==> config.mk <==
export PLATFORM = sky130hd
export DESIGN_NAME = uart_tx_arbiter_flat
export DESIGN_NICKNAME = d
export VERILOG_FILES = /design/src/rtl/uart_tx_arbiter_pkg.sv /design/src/rtl/uart_tx_arbiter_if.sv /design/src/rtl/uart_tx_arbiter_pick.sv /design/src/rtl/uart_tx_arbiter.sv /design/src/flat_wrapper.sv
export SDC_FILE = /design/constraint.sdc
export NUM_CORES = 1
export LEC_CHECK = 0
export CAP_MARGIN = 15
export CORE_MARGIN = 1.5
export CORE_UTILIZATION = 37
export CTS_CLUSTER_SIZE = 14
export DETAILED_ROUTE_END_ITERATION = 8
export GPL_TIMING_DRIVEN = 0
export MAX_ROUTING_LAYER = met4
export PLACE_DENSITY_LB_ADDON = 0.05
export SLEW_MARGIN = 20
export SYNTH_ARGS = -nofsm -noshare
export SYNTH_HDL_FRONTEND = slang
export SYNTH_SLANG_ARGS = --single-unit
==> constraint.sdc <==
create_clock -name clk -period 3.95 [get_ports clk]
set_input_delay 0.79 -clock clk [delete_from_list [all_inputs] [get_ports clk]]
set_output_delay 0.79 -clock clk [all_outputs]
set_load 0.01 [all_outputs]
==> src/rtl/uart_tx_arbiter_pkg.sv <==
// uart_arb_pkg: shared types and defaults for the UART transmit arbiter.
//   arb_state_e  - arbiter FSM states (IDLE, WRITE)
//   *_DEF        - default NUM_REQ / DATA_W / ADDR_W and grant-index width
//   idx_width()  - width of an index into n requesters (minimum 1)
package uart_arb_pkg;

    typedef enum logic {
        IDLE  = 1'b0,
        WRITE = 1'b1
    } arb_state_e;

    localparam int unsigned NUM_REQ_DEF = 4;
    localparam int unsigned DATA_W_DEF  = 8;
    localparam int unsigned ADDR_W_DEF  = 3;

    function automatic int unsigned idx_width(input int unsigned n);
        return (n > 1) ? $clog2(n) : 1;
    endfunction

    localparam int unsigned GRANT_W_DEF = idx_width(NUM_REQ_DEF);

endpackage

==> src/rtl/uart_tx_arbiter_if.sv <==
// uart_tx_arbiter_if: requester handshake plus UART write port.
//   req_valid/req_data/req_last -> arbiter  (producer offers)
//   req_ready                   <- arbiter  (one-hot acceptance)
//   uart_address/uart_w_data/uart_we <- arbiter, uart_full -> arbiter
//   grant_id, busy              <- arbiter  (status)
// Modports: master = producers/UART side, slave = arbiter.
interface uart_tx_arbiter_if
    import uart_arb_pkg::*;
#(
    parameter int unsigned NUM_REQ = NUM_REQ_DEF,
    parameter int unsigned DATA_W  = DATA_W_DEF,
    parameter int unsigned ADDR_W  = ADDR_W_DEF
);
    localparam int unsigned GRANT_W = idx_width(NUM_REQ);

    logic [NUM_REQ-1:0]        req_valid;
    logic [NUM_REQ*DATA_W-1:0] req_data;
    logic [NUM_REQ-1:0]        req_last;
    logic [NUM_REQ-1:0]        req_ready;
    logic [ADDR_W-1:0]         uart_address;
    logic [DATA_W-1:0]         uart_w_data;
    logic                      uart_we;
    logic                      uart_full;
    logic [GRANT_W-1:0]        grant_id;
    logic                      busy;

    modport master (
        output req_valid, req_data, req_last, uart_full,
        input  req_ready, uart_address, uart_w_data, uart_we, grant_id, busy
    );

    modport slave (
        input  req_valid, req_data, req_last, uart_full,
        output req_ready, uart_address, uart_w_data, uart_we, grant_id, busy
    );

endinterface

==> src/rtl/uart_tx_arbiter_pick.sv <==
// rr_priority_pick: combinational round-robin picker.
//   eligible_i - requesters allowed to win this cycle
//   ptr_i      - last winner; search starts at ptr_i+1 and wraps
//   winner_o   - first eligible index found
//   any_o      - at least one requester eligible
// N must be a power of two so the index wraps by plain truncation.
module rr_priority_pick #(
    parameter int unsigned N = 4,
    parameter int unsigned W = 2
) (
    input  logic [N-1:0] eligible_i,
    input  logic [W-1:0] ptr_i,
    output logic [W-1:0] winner_o,
    output logic         any_o
);
    logic [W-1:0] idx;

    // Scan from farthest offset (N, i.e. ptr itself) down to 1 so the
    // closest eligible index after ptr is written last and wins.
    always_comb begin
        winner_o = '0;
        idx      = '0;
        any_o    = |eligible_i;
        for (int unsigned k = 0; k < N; k++) begin
            idx = ptr_i + W'(N - k);
            if (eligible_i[idx]) begin
                winner_o = idx;
            end
        end
    end

endmodule

==> src/rtl/uart_tx_arbiter.sv <==
// uart_tx_arbiter: round-robin sharing of the UART TX write port.
//   clk, rst_n - clock, asynchronous active-low reset
//   bus        - uart_tx_arbiter_if.slave (requesters + UART write port)
// IDLE picks a winner (if UART not full), captures its byte and moves to
// WRITE; WRITE pulses uart_we once the UART is not full, then returns.
// Optional: define UART_ARB_LOCK_EN to keep the grant on one requester
// until it hands over a byte flagged req_last.
module uart_tx_arbiter
    import uart_arb_pkg::*;
#(
    parameter int unsigned NUM_REQ = NUM_REQ_DEF,
    parameter int unsigned DATA_W  = DATA_W_DEF,
    parameter int unsigned ADDR_W  = ADDR_W_DEF
) (
    input  logic clk,
    input  logic rst_n,
    uart_tx_arbiter_if.slave bus
);
    localparam int unsigned GW = idx_width(NUM_REQ);

    arb_state_e          state_q, state_d;
    logic [GW-1:0]       ptr_q, ptr_d;
    logic [GW-1:0]       gid_q, gid_d;
    logic [DATA_W-1:0]   data_q, data_d;
    logic [ADDR_W-1:0]   addr_q, addr_d;
    logic [NUM_REQ-1:0]  ready;
    logic                we;
    logic [NUM_REQ-1:0]  eligible;
    logic [GW-1:0]       winner;
    logic                any;

`ifdef UART_ARB_LOCK_EN
    logic                lock_q, lock_d;
    logic [GW-1:0]       lock_id_q, lock_id_d;
    logic [NUM_REQ-1:0]  lock_mask;

    always_comb begin
        lock_mask            = '0;
        lock_mask[lock_id_q] = 1'b1;
        eligible             = lock_q ? (bus.req_valid & lock_mask) : bus.req_valid;
    end
`else
    logic unused_last;

    assign unused_last = ^bus.req_last;
    assign eligible    = bus.req_valid;
`endif

    rr_priority_pick #(
        .N (NUM_REQ),
        .W (GW)
    ) u_pick (
        .eligible_i (eligible),
        .ptr_i      (ptr_q),
        .winner_o   (winner),
        .any_o      (any)
    );

    always_comb begin
        state_d = state_q;
        ptr_d   = ptr_q;
        gid_d   = gid_q;
        data_d  = data_q;
        addr_d  = addr_q;
        ready   = '0;
        we      = 1'b0;
`ifdef UART_ARB_LOCK_EN
        lock_d    = lock_q;
        lock_id_d = lock_id_q;
`endif
        case (state_q)
            IDLE: begin
                if (!bus.uart_full && any) begin
                    ready[winner] = 1'b1;
                    data_d        = bus.req_data[winner*DATA_W +: DATA_W];
                    addr_d        = ADDR_W'(winner);
                    gid_d         = winner;
                    ptr_d         = winner;
                    state_d       = WRITE;
`ifdef UART_ARB_LOCK_EN
                    lock_d    = !bus.req_last[winner];
                    lock_id_d = winner;
`endif
                end
            end
            WRITE: begin
                we = !bus.uart_full;
                if (!bus.uart_full) begin
                    state_d = IDLE;
                end
            end
            default: state_d = IDLE;
        endcase
    end

    always_ff @(posedge clk or negedge rst_n) begin
        if (!rst_n) begin
            state_q <= IDLE;
            ptr_q   <= GW'(NUM_REQ - 1);
            gid_q   <= '0;
            data_q  <= '0;
            addr_q  <= '0;
`ifdef UART_ARB_LOCK_EN
            lock_q    <= 1'b0;
            lock_id_q <= '0;
`endif
        end else begin
            state_q <= state_d;
            ptr_q   <= ptr_d;
            gid_q   <= gid_d;
            data_q  <= data_d;
            addr_q  <= addr_d;
`ifdef UART_ARB_LOCK_EN
            lock_q    <= lock_d;
            lock_id_q <= lock_id_d;
`endif
        end
    end

    // ready is combinational from inputs; mask it so nothing is offered
    // while reset is held.
    assign bus.req_ready    = ready & {NUM_REQ{rst_n}};
    assign bus.uart_we      = we;
    assign bus.uart_address = addr_q;
    assign bus.uart_w_data  = data_q;
    assign bus.grant_id     = gid_q;
    assign bus.busy         = (state_q == WRITE);

endmodule

==> src/flat_wrapper.sv <==
// flat-port wrapper written by rule: the top's interface ports become plain ports
module uart_tx_arbiter_flat import uart_arb_pkg::*;
#(
    parameter int unsigned NUM_REQ = NUM_REQ_DEF,
    parameter int unsigned DATA_W  = DATA_W_DEF,
    parameter int unsigned ADDR_W  = ADDR_W_DEF
)
  (clk, rst_n, bus_req_valid, bus_req_data, bus_req_last, bus_uart_full, bus_req_ready, bus_uart_address, bus_uart_w_data, bus_uart_we, bus_grant_id, bus_busy);
  uart_tx_arbiter_if #(.NUM_REQ(NUM_REQ), .DATA_W(DATA_W), .ADDR_W(ADDR_W)) bus_i ();
  input  logic clk;
  input  logic rst_n;
  input wire logic [$bits(bus_i.req_valid)-1:0] bus_req_valid;
  input wire logic [$bits(bus_i.req_data)-1:0] bus_req_data;
  input wire logic [$bits(bus_i.req_last)-1:0] bus_req_last;
  input wire logic [$bits(bus_i.uart_full)-1:0] bus_uart_full;
  output wire logic [$bits(bus_i.req_ready)-1:0] bus_req_ready;
  output wire logic [$bits(bus_i.uart_address)-1:0] bus_uart_address;
  output wire logic [$bits(bus_i.uart_w_data)-1:0] bus_uart_w_data;
  output wire logic [$bits(bus_i.uart_we)-1:0] bus_uart_we;
  output wire logic [$bits(bus_i.grant_id)-1:0] bus_grant_id;
  output wire logic [$bits(bus_i.busy)-1:0] bus_busy;
  assign bus_i.req_valid = bus_req_valid;
  assign bus_i.req_data = bus_req_data;
  assign bus_i.req_last = bus_req_last;
  assign bus_i.uart_full = bus_uart_full;
  assign bus_req_ready = bus_i.req_ready;
  assign bus_uart_address = bus_i.uart_address;
  assign bus_uart_w_data = bus_i.uart_w_data;
  assign bus_uart_we = bus_i.uart_we;
  assign bus_grant_id = bus_i.grant_id;
  assign bus_busy = bus_i.busy;
  uart_tx_arbiter #(.NUM_REQ(NUM_REQ), .DATA_W(DATA_W), .ADDR_W(ADDR_W)) u_core (.clk(clk), .rst_n(rst_n), .bus(bus_i));
endmodule
* Word level (Yosys, flattened, before mapping)
Index checks and enable logic that the tools add are counted.
Cells by class: mux-type cells 20, add/subtract/negate cells 3, reduce and logical (&&, ||, !) cells 5, shift operators 1, $lt $le $gt $ge 6, bitwise logic cells 2
Operator list (number):
- 32-bit by 6-bit variable part select with 8-bit output | 1
- 2-bit by 3-bit < comparator with 1-bit output (second input constant) | 5
- 1-bit binary-select mux with 2-bit select | 4
- 1-bit two-way mux | 8
- 2-bit two-way mux | 4
- 4-bit two-way mux | 2
- 2-bit adder (second input constant) | 2
- 4-bit AND | 1
- 4-bit OR reduction | 1
- 2-bit by 1-bit adder with 2-bit output (second input constant) | 1
- 1-bit demux with 2-bit select | 1
- 2-bit by 1-bit >= comparator with 1-bit output (second input constant) | 1
- 1-bit logical AND | 2
- 1-bit one-hot mux with 2 select lines | 1
- 2-bit AND reduction | 1
- 1-bit logical NOT | 1
- 1-bit inverter | 1
Word-level totals: input bits 43, output and inout bits 19, word-level logic and storage cells 41, flip-flop bits (word level) 13

* Logic depth before layout (Yosys ltp)
word-level depth 13, gate-level depth with buffers 6, mapped depth without buffers 5

* By module
From an unflattened synthesis, not the netlist that was laid out.
Second synthesis, totals: cell total of the unflattened synthesis 62, area, all modules 905.9 um2
Modules (own cells, without submodules):
- uart_tx_arbiter | seq. area each 327.8 um2, times used 1, cells an instance 48, area each 814.5 um2
- rr_priority_pick | seq. area each 0.0 um2, times used 1, cells an instance 14, area each 91.3 um2

* Worst setup path after synthesis
OpenSTA, ideal clock, no wires.
path type input -> output, start input port bus_req_valid[1], end output port bus_req_ready[2], required time 3.160 ns, cell stages on the path 6, data arrival time 1.788 ns, slack 1.372 ns, path buffers 1, cell sequence nor2_4 -> nand3b_1 -> o221ai_1 -> nand2b_1 -> buf_2 -> nor3_1
On the way: cells in the longest elaborated chain, start to end 13, elaborated cells between the ends (all ways) 22, classes of those cells order compare: 2; mux: 16; bitwise: 1; reduce/logical: 3
Ends and longest elaborated chain:
- start: declaration | RTL line flat_wrapper.sv:12 | input wire logic [$bits(bus_i.req_valid)-1:0] bus_req_valid;
- 1-bit binary-select mux with 2-bit select | RTL line uart_tx_arbiter_pick.sv:26 | if (eligible_i[idx]) begin
- 1-bit two-way mux (not written as such) | RTL line uart_tx_arbiter_pick.sv:26
- 2-bit two-way mux (4 in series) | RTL line uart_tx_arbiter_pick.sv:26
- 2-bit by 3-bit < comparator with 1-bit output (not written as such) / 2-bit by 1-bit >= comparator with 1-bit output (equally long branches) | RTL line uart_tx_arbiter.sv:74 | ready[winner] = 1'b1;
- 1-bit logical AND (not written as such) | RTL line uart_tx_arbiter.sv:74
- 1-bit two-way mux (not written as such) | RTL line uart_tx_arbiter.sv:74
- 1-bit demux with 2-bit select
- 4-bit two-way mux * | RTL line uart_tx_arbiter.sv:73 | if (!bus.uart_full && any) begin
- 4-bit two-way mux * | RTL line uart_tx_arbiter.sv:71 | case (state_q)
- 4-bit AND * | RTL line uart_tx_arbiter.sv:122 | assign bus.req_ready = ready & {NUM_REQ{rst_n}};
- end: declaration | RTL line flat_wrapper.sv:16 | output wire logic [$bits(bus_i.req_ready)-1:0] bus_req_ready;
Every way passes the cells marked *; elsewhere a longest branch is shown, timed or not. The select of a mux whose other input is x is not followed.

* Worst setup path in the final report
Ends and elaborated chain as after synthesis.

==> impl_metrics.csv <==
group,metric,value,unit
global_routing,grt_remaining_overflow,0,
logic_synthesis,ys_top_cells_by_area,"dfrtp_1 32%, mux2i_1 18%, o221ai_1 9.1%",
floorplan,core_area,2212,um2
worst_setup_path,crit_end,"bus_req_ready[2]",
worst_setup_path,path_depth,8,
worst_setup_path,cp_num_buf_inv,3,
logic_synthesis,syn_inst,88,
global_routing,grt.total_usage,19.56,%
cts,clock-root-buffer,"clkbuf_4",
pwr,ir_drop,0.2720,mV
routing,routed_wl,2.293,mm
worst_hold_path,min_from,"u_core.bus.uart_w_data[5]",
logic_synthesis,synth-main-ff-cell,"dfrtp_1",
global_routing,grt_pass1_vias,949,
timing,fin_crit_sh,95.01,%
worst_setup_path,worstSetupPathType,"in2out",
cts,cts_resized,0,
worst_setup_path,cp.arrival,2.96,ns
logic_synthesis,synth.distinct_cells,24,
worst_setup_path,startpoint,"bus_req_valid[1]",
logic_synthesis,syn-num-nets,131,
routing,ant_nets,0,
cts,clk_path_buf_depth,2,
pwr,p_clk_share,11.2,%
cts,post_cts_buffers,0,
logic_synthesis,yosys_warnings,0,
timing,worstMarginPinSlew,0.6578,ns
pwr,p_int,0.4774,mW
worst_setup_path,cp.required,3.16,ns
worst_setup_path,crit_path_start_kind,"input pin",
finish,num-nets-final,192,
worst_setup_path,worstSetupEndpointType,"primary output",
worst_setup_path,path_common_cell,"clkdlybuf4s50_1",
worst_setup_path,cp_max_fo,10,
timing,relSlewSlack,56.01,%
finish,area_growth,71.61,%
routing,drt_iter0_drc,21,
worst_setup_path,path_cells,"clkdlybuf4s50_1 > nor2_4 > nand3b_1 > o221ai_1 > nand2b_1 > buf_2 > nor3_1 > clkdlybuf4s50_1",
logic_synthesis,syn_area_per_cell,9.867,um2
logic_synthesis,synth_seq_area_share,37.75,%
global_routing,grt_max_degree,16,
cts,clkTransAtPathRegs,0.08,ns
logic_synthesis,netlist_area,868.3,um2
logic_synthesis,synthArstFlopShare,100.0,%
floorplan,die_x,51.45,um
timing,fin_crit,3.753,ns
global_routing,met2_usage,36.32,%
floorplan,dieArea,2647,um2
pwr,finalPower,0.7366,mW
pwr,swShare,35.19,%
worst_setup_path,max_stage_delay,0.56,ns
worst_setup_path,slowest_stage,"clkdlybuf4s50_1",
floorplan,row_count,17,
pwr,p_leak,0.6423,nW
logic_synthesis,synth-edff-count,0,
job,drv_cap,0,
floorplan,start_util,39.25,%
place,dpl.hpwl,1.860,mm
logic_synthesis,synth-seq-cells,13,
timing,finalSetupViolations,0,
floorplan,die_h,51.45,um
worst_setup_path,r2r-start,"u_core.ptr_q[0]",
routing,drt_pass1_iterations,4,
global_routing,groute.layer.met1.usage,21.21,%
cts,numCtsBuffers,3,
finish,layout-drive-gt1-share,12.84,%
pwr,combPwrFrac,56.7,%
routing,drc,0,
routing,vias,898,
pwr,seqPwrFrac,32.1,%
place,port_buffers,56,
worst_setup_path,r2r_setup_slack,2.12,ns
global_routing,antenna_found_initial,0,
cts,hold_buffers,0,
timing,final_hold_viol_count,0,
cts,cts.htree.levels,1,
timing,tns,0,ns
global_routing,grt-busiest-layer,"met2",
worst_setup_path,critPathTopFamily,"buffers and inverters",
timing,final.setup_skew,0.002626,ns
logic_synthesis,yosysTopAreaCell,"dfrtp_1",
place,gp_congestion,0.7793,
timing,max_freq,266.4,MHz
cts,clkSinkCount,13,
worst_hold_path,holdCritPathClass,"reg2reg",
pwr,p_sw,0.2592,mW
routing,wl_per_cell,13.03,um
status,status,"completed",
cts,cts_tree,"yes",
worst_setup_path,reg2reg_depth,6,
logic_synthesis,synth_top_area_share,31.70,%
floorplan,ios,62,
timing,slew_violations,0,
timing,rsz0062_at_grt,"false",
pwr,powerDensity,494.3,nW/um2
worst_setup_path,r2r-end,"u_core.bus.uart_w_data[4]",
finish,diodes,0,
cts,clk_latency,0.27,ns
global_routing,grtUsageMet3,3.801,%
global_routing,grt_first_pass_wirelength,3.864,mm
routing,vias_per_cell,5.102,
## metal layers
| layer | share of wire [%] | up-vias |
|---|---|---|
| li1 | - | 432 |
| met2 | 53 | 42 |
| met5 | 0 | - |
| met4 | 0.74 | 0 |
| met1 | 40 | 422 |
| met3 | 6.6 | 2 |
## synthesized netlist by cell type, types with 2 or more instances
library cell	number
mux2i_1	16
nand2_1	15
dfrtp_1	11
o221ai_1	9
nor2_1	6
buf_4	3
inv_1	3
nand2b_2	3
nor3_1	3
a211oi_4	2
a21oi_1	2
buf_6	2
dfstp_2	2
## worst register-to-register path: cells and delay by family (launching register included)
family,cells,cell delay (ns)
AO/OA/AOI/OAI,3,0.57
flip-flops,1,0.54
multiplexers,1,0.24
buffers and inverters,1,0.21
AND/OR/NAND/NOR,1,0.13
## through the flow
stage | hold WS, ns | utilization [%] | cells | instance area [um2] | setup slack, ns
global placement | 0.4737 | 66.18 | 172 | 1464 | 0.2346
finish | 0.4929 | 67.36 | 176 | 1490 | 0.1969
detailed placement | 0.4793 | 66.18 | 172 | 1464 | 0.2044
floorplan | 0.4825 | - | 88 | 868.3 | 1.372
global route | 0.5311 | 67.36 | 176 | 1490 | 0.01281
CTS | 0.5020 | 67.36 | 176 | 1490 | 0.1979
## registers in the layout, summed over array words and instances, names as in the netlist
register / count
u_core.ptr_q: 2
u_core.bus.busy: 1
u_core.bus.grant_id: 2
u_core.bus.uart_w_data: 8
## cell families after synthesis
kind of cell	count (synthesis)	synth area share (%)
AND/OR/NAND/NOR	32	18.01
buffers and inverters	10	7.491
other	1	0.4319
flip-flops	13	37.75
multiplexers	16	18.44
AO/OA/AOI/OAI	16	17.87
## layout make-up
type,count,area (um2)
Clock buffer,4,26.28
Buffer,7,53.80
Multi-Input combinational cell,65,475.5
Inverter,3,11.26
Fill cell,189,721.9
Sequential cell,13,327.8
Timing Repair Buffer,56,560.5
Tap cell,28,35.03
## worst min path at each step
stage                                            to  slack, ns  depth (start not counted)
after CTS                 u_core.bus.uart_w_data[5]       0.50                          2
after floorplan                     u_core.ptr_q[1]       0.48                          2
after global placement    u_core.bus.uart_w_data[7]       0.47                          2
after detailed placement  u_core.bus.uart_w_data[1]       0.48                          2
final                     u_core.bus.uart_w_data[5]       0.49                          2
after global routing      u_core.bus.uart_w_data[5]       0.53                          2
## power by group through the flow
stage	sequential (mW)	combinational, mW	clock (mW)
2_1_floorplan	0.257	0.197	0
3_3_place_gp	0.236	0.411	0
3_5_place_dp	0.239	0.420	0
4_1_cts	0.236	0.423	0.0850
5_1_grt	0.244	0.450	0.0918
6_report	0.236	0.418	0.0824
## cell usage in the layout, fill, tap and decap left out, drive strengths merged
cell	Yosys	layout
clkdlybuf4s50	0	56
mux2i	16	16
nand2	15	15
dfrtp	11	11
o221ai	9	9
nor2	7	7
buf	6	6
clkbuf	1	5
nand2b	4	4
inv	3	3
nor3	3	3
a21oi	3	3
a211oi	2	2
dfstp	2	2
o21ai	1	1
nand3b	1	1
nand3	1	1
a211o	1	1
nor2b	1	1
conb	1	1
Power figures use the tool's default switching activity.
